==> config.mk <==
export PLATFORM = sky130hd
export DESIGN_NAME = ext_pipe
export DESIGN_NICKNAME = d
export VERILOG_FILES = /design/src/rtl/ext_pipe.sv
export SDC_FILE = /design/constraint.sdc
export NUM_CORES = 1
export LEC_CHECK = 0
export BUFFER_PORTS_ARGS = -buffer_cell sky130_fd_sc_hd__buf_2
export CAP_MARGIN = 10
export CORE_MARGIN = 4
export CORE_UTILIZATION = 43
export DETAILED_ROUTE_END_ITERATION = 8
export GPL_TIMING_DRIVEN = 0
export HOLD_SLACK_MARGIN = 0.02
export SLEW_MARGIN = 20
export SYNTH_ARGS = -nofsm -noshare
export SYNTH_HDL_FRONTEND = slang
export SYNTH_SLANG_ARGS = --single-unit
==> constraint.sdc <==
create_clock -name clk -period 4.9 [get_ports clk]
set_input_delay 0.245 -clock clk [delete_from_list [all_inputs] [get_ports clk]]
set_output_delay 0.245 -clock clk [all_outputs]
set_load 0.005 [all_outputs]
==> src/rtl/ext_pipe.sv <==
// Registered immediate extender with a 2-entry result FIFO and valid/ready handshake on both sides.
// Reserved extension modes yield a zero result tagged bad_op and latch err_sticky.
module ext_pipe #(
  parameter int IMM_W  = 16,
  parameter int DATA_W = 32,
  parameter int SH_W   = 5,
  parameter int CNT_W  = 16
) (
  input  logic              clk,
  input  logic              reset,
  input  logic              in_valid,
  output logic              in_ready,
  input  logic [IMM_W-1:0]  imm,
  input  logic [2:0]        EOp,
  input  logic [SH_W-1:0]   shamt,
  output logic              out_valid,
  input  logic              out_ready,
  output logic [DATA_W-1:0] ext,
  output logic              bad_op,
  output logic              err_sticky,
  output logic [CNT_W-1:0]  done_cnt
);

  logic [DATA_W-1:0] mem_r [2];
  logic              bad_mem_r [2];
  logic              wr_ptr_r;
  logic              rd_ptr_r;
  logic [1:0]        count_r;
  logic              err_r;
  logic [CNT_W-1:0]  done_r;

  logic [DATA_W-1:0] sx_s;
  logic [DATA_W-1:0] zx_s;
  logic [DATA_W-1:0] res_s;
  logic              res_bad_s;
  logic              push_s;
  logic              pop_s;

  assign sx_s = {{(DATA_W-IMM_W){imm[IMM_W-1]}}, imm};
  assign zx_s = {{(DATA_W-IMM_W){1'b0}}, imm};

  // Extension result computed at the input; only the stored value is ever presented.
  always_comb begin
    res_s     = {DATA_W{1'b0}};
    res_bad_s = 1'b0;
    case (EOp)
      3'b000:  res_s = sx_s;
      3'b001:  res_s = zx_s;
      3'b010:  res_s = {imm, {(DATA_W-IMM_W){1'b0}}};
      3'b011:  res_s = sx_s << 2;
      3'b100:  res_s = sx_s << shamt;
      3'b101:  res_s = zx_s << shamt;
      default: begin
        res_s     = {DATA_W{1'b0}};
        res_bad_s = 1'b1;
      end
    endcase
  end

  // Handshake depends on stored occupancy only, so no in-to-out combinational path exists.
  assign in_ready   = (count_r != 2'd2);
  assign out_valid  = (count_r != 2'd0);
  assign push_s     = in_valid & in_ready;
  assign pop_s      = out_valid & out_ready;
  assign ext        = out_valid ? mem_r[rd_ptr_r] : {DATA_W{1'b0}};
  assign bad_op     = out_valid ? bad_mem_r[rd_ptr_r] : 1'b0;
  assign err_sticky = err_r;
  assign done_cnt   = done_r;

  // FIFO storage, pointers, occupancy, sticky error and transfer counter.
  always_ff @(posedge clk) begin
    if (!reset) begin
      mem_r[0]     <= {DATA_W{1'b0}};
      mem_r[1]     <= {DATA_W{1'b0}};
      bad_mem_r[0] <= 1'b0;
      bad_mem_r[1] <= 1'b0;
      wr_ptr_r     <= 1'b0;
      rd_ptr_r     <= 1'b0;
      count_r      <= 2'd0;
      err_r        <= 1'b0;
      done_r       <= {CNT_W{1'b0}};
    end else begin
      if (push_s) begin
        mem_r[wr_ptr_r]     <= res_s;
        bad_mem_r[wr_ptr_r] <= res_bad_s;
        wr_ptr_r            <= ~wr_ptr_r;
        if (res_bad_s) begin
          err_r <= 1'b1;
        end
      end
      if (pop_s) begin
        rd_ptr_r <= ~rd_ptr_r;
        done_r   <= done_r + {{(CNT_W-1){1'b0}}, 1'b1};
      end
      case ({push_s, pop_s})
        2'b10:   count_r <= count_r + 2'd1;
        2'b01:   count_r <= count_r - 2'd1;
        default: count_r <= count_r;
      endcase
    end
  end

endmodule

==> results by group <==
STA
  – Clk_skew: 0.008161 ns
  – Final min period: 2.391 ns
  – RSZ-0062 raised after global routing: false
  – Final setup vio count: 0
  – Endpoints failing hold: 0
  – Max-slew violation count: 0
  – Least-Margin Pin Slew: about 1.1 ns
  – Relative slew slack: 28.54%
  – Tcrit/Tclk final: 48.79%
  – Fmax achieved: 0.4183 GHz

Hold path
  – Worst Hold Depth: 4
  – Hold Startpoint: out_ready
  – Hold WC Path Type: in2reg
  – End of the worst hold path: done_cnt[1]$_SDFFE_PN0P_

Detailed routing
  – Antenna viol nets, final: 0
  – Via count: between 5k and 6k
  – Initial DRC Count: 414
  – Drt total wl: about 19,000 µm
  – DR pass1 iterations: 7
  – Vias/cell: 6.024
  – WL per Instance: 21.83 µm
  – Drt drc: 0

Cells and area
  – Layout Area Growth over Synthesis: 16.66%
  – Ant. Diodes: 0
  – Fin cells: 883
  – Layout Nets: approximately 730
  – Fillers: approximately 1.3k
  – Commonest non-fill, non-tap cell in the layout: nor2_1
  – Final Core Density: 51.34%
  – Layout cell share with drive strength beyond 1: 17.82%
  – Sequential Area: 2402 µm²
  – Multi-input gate area: 3182 µm²
  – Most frequent cells in the layout: nor2_1 (103), buf_2 (82), edfxtp_1 (64)

Global routing
  – Met2 Track Usage GR: between 40 and 50%
  – Total grt overflow: 0
  – Met1 Usage GRT: 32.19%
  – Vias in the first global route: between 5k and 6k
  – Total GRT Usage: approximately 25%
  – First-pass GRT wire length: 29,860 µm
  – Met3 Track Usage GR: 4.031%
  – Initial antenna violation count: 0
  – GRT busiest layer: met2
  – Largest net degree at the start of global routing: 24

Clock tree
  – Max clock buf depth: 2
  – Clk slew on worst S/H paths: 0.06 ns
  – CTS Root Cell: clkbuf_16
  – CTS tree: yes
  – Hold buffer count at cts: 0
  – Setup Fix Bufs, Post-CTS: 0
  – Cts repair resizes: 0
  – Clk sinks: slightly below 90
  – Clock insertion delay at the later pin of the skew report: 0.33 ns
  – # H-tree levels: 3
  – CTS Buf Count: 9

Yosys
  – Post-synthesis sequential area ratio: 41.22%
  – EDFF count, synth: 64
  – Yosys cell types: between 60 and 70
  – Synthesized area per cell: between 9 and 10 µm²
  – Mapped Cells: approximately 600
  – Top_reg_cell synth: edfxtp_1
  – Syn Std Cell Area: 5828 µm²
  – Top post-synthesis cells by area: edfxtp_1 (33%), mux2i_1 (8.4%), dfxtp_1 (8.2%)
  – Syn. warnings: 0
  – Post-synth top area cell: edfxtp_1
  – Post-Syn Nets: between 600 and 700
  – #FFs+latches synth: 88
  – Asr flop ratio synth: 0%
  – Top cell type's share of synthesized area: 32.98%

Worst setup path
  – Crit. End Element: flop
  – Maximum fanout along the worst path: 23
  – CP top delay family: simple AND/OR/NAND/NOR gates
  – Reg2Reg Depth: 6
  – WS Path Type: reg2reg
  – Required @ worst endpoint: approximately 5.0 ns
  – CP max stage cell: clkbuf_1
  – Crit-path cells: nand2b_1, and2_1, nand3_1, clkbuf_1, nand2_2, buf_12
  – Worst R2R End: mem_r[1][8]$_SDFFCE_PN0P_
  – Reg2reg setup slack: 2.51 ns
  – Slowest Stage Delay on Critical Path: between 0.5 and 0.6 ns
  – Arrival time worst endpoint: roughly 2.5 ns
  – RR Startpoint: count_r[0]$_SDFFE_PN0P_
  – Crit path buffers/inverters: 2
  – Startpoint Class: flop

Job
  – Max_cap viols: 0

Run status
  – Outcome: finished clean

Floorplan
  – Initial core utilization: around 44%
  – Die area: 15,480 µm²
  – Die Ht: 124.4 µm
  – Row cnt: 42
  – I/O pin count: 80
  – Chip Width: 124.4 µm
  – Core ar.: 13,240 µm²

Pwr
  – Power Density: about 370 nW/µm²
  – Pleak: 2.570 nW
  – Worst vdd ir: around 0.00018 V

Placed design
  – Cells after DPL: 867
  – DPL Wire Length: 14,930 µm
  – Gp weighted congestion: slightly above 1
  – Buffers added on ports: 74
[worst max-delay path by stage]
stage / start / slack [ns] / depth (start not counted) / endpoint
final: count_r[0]$_SDFFE_PN0P_ / 2.51 / 6 / mem_r[1][8]$_SDFFCE_PN0P_
after floorplan: count_r[0]$_SDFFE_PN0P_ / 1.37 / 4 / mem_r[0][0]$_SDFFCE_PN0P_
after global placement: count_r[0]$_SDFFE_PN0P_ / -0.003 / 4 / mem_r[0][5]$_SDFFCE_PN0P_
after CTS: flop / 2.50 / 5 / ext[13]
after detailed placement: shamt[2] / 2.21 / 8 / mem_r[0][25]$_SDFFCE_PN0P_
after global routing: flop / 2.38 / 5 / ext[16]
[area by class of cell]
cell class / instances / share of cell area, %
multi-input combinational: 467 / 46.80
sequential: 88 / 35.33
timing repair buffer: 76 / 6.146
clock buffer: 9 / 3.312
buffer: 50 / 3.239
tap: 176 / 3.239
clock inverter: 7 / 1.380
inverter: 10 / 0.5521
[synthesized netlist by cell type (all sizes together), types with 9 or more instances]
cell,instances
edfxtp,64
a31oi,9
nor2,103
nand3,12
nand2b,10
nor3,12
clkbuf,38
mux2,10
o21ai,17
buf,12
a21oi,28
a22oi,17
inv,10
and2,25
dfxtp,24
mux4,12
nor2b,15
o22ai,16
nand2,31
mux2i,49
xnor2,11
[logic make-up (layout without fill, tap and decap cells)]
logic type	after synthesis	after routing	share of synthesized area, %
DFF	88	88	41.22
AOI/OAI and AO/OA	137	137	16.32
muxes	71	71	15.05
adders and majority gates	2	2	0.4293
buffers and inverters	60	152	4.422
xor gates and xnor gates	17	17	2.555
and+or+nand+nor	240	240	20.01
[metrics by stage]
stage / TNS [ns] / setup WS (ns) / hold WS [ns] / area [µm²] / power, mW
after floorplan: 0 / 1.367 / 0.4517 / 5828 / 1.482
after global placement: -0.02872 / -0.002545 / 0.4611 / 6419 / 1.774
after detailed placement: 0 / 2.207 / 0.4808 / 6480 / 1.792
after CTS: 0 / 2.501 / 0.2202 / 6799 / 2.521
after global routing: 0 / 2.375 / 0.2554 / 6799 / 2.644
final: 0 / 2.509 / 0.2315 / 6799 / 2.504
[state kept, by name, indices dropped and copies added, names as in the netlist, named ones only]
name / flops
wr_ptr_r: 1
bad_mem_r: 2
count_r: 2
mem_r: 64
err_sticky: 1
done_cnt: 16
rd_ptr_r: 1
[where the power goes]
| part | internal (mW) | total (mW) | leakage (nW) | switching, mW |
|---|---|---|---|---|
| clock | 0.448 | 0.729 | 0.155 | 0.281 |
| sequential | 0.904 | 0.943 | 0.874 | 0.0382 |
| combinational | 0.322 | 0.833 | 1.54 | 0.511 |
[worst reg2reg max path, stage by stage (launching register included)]
cell and delay, ns:
dfxtp_1 0.34, nand2b_1 0.16, and2_1 0.20, nand3_1 0.25
clkbuf_1 0.56, nand2_2 0.36, buf_12 0.26
[metal layers]
metal  vias up  part of all wire [%]  wire length, µm
met1      2583                    43             8313
met2       241                    46             8961
met5         -                     0                0
met3        50                   6.5             1257
met4         0                   3.9              743
li1       2445                     -                -
No activity file was read; power rests on OpenSTA's default activity.
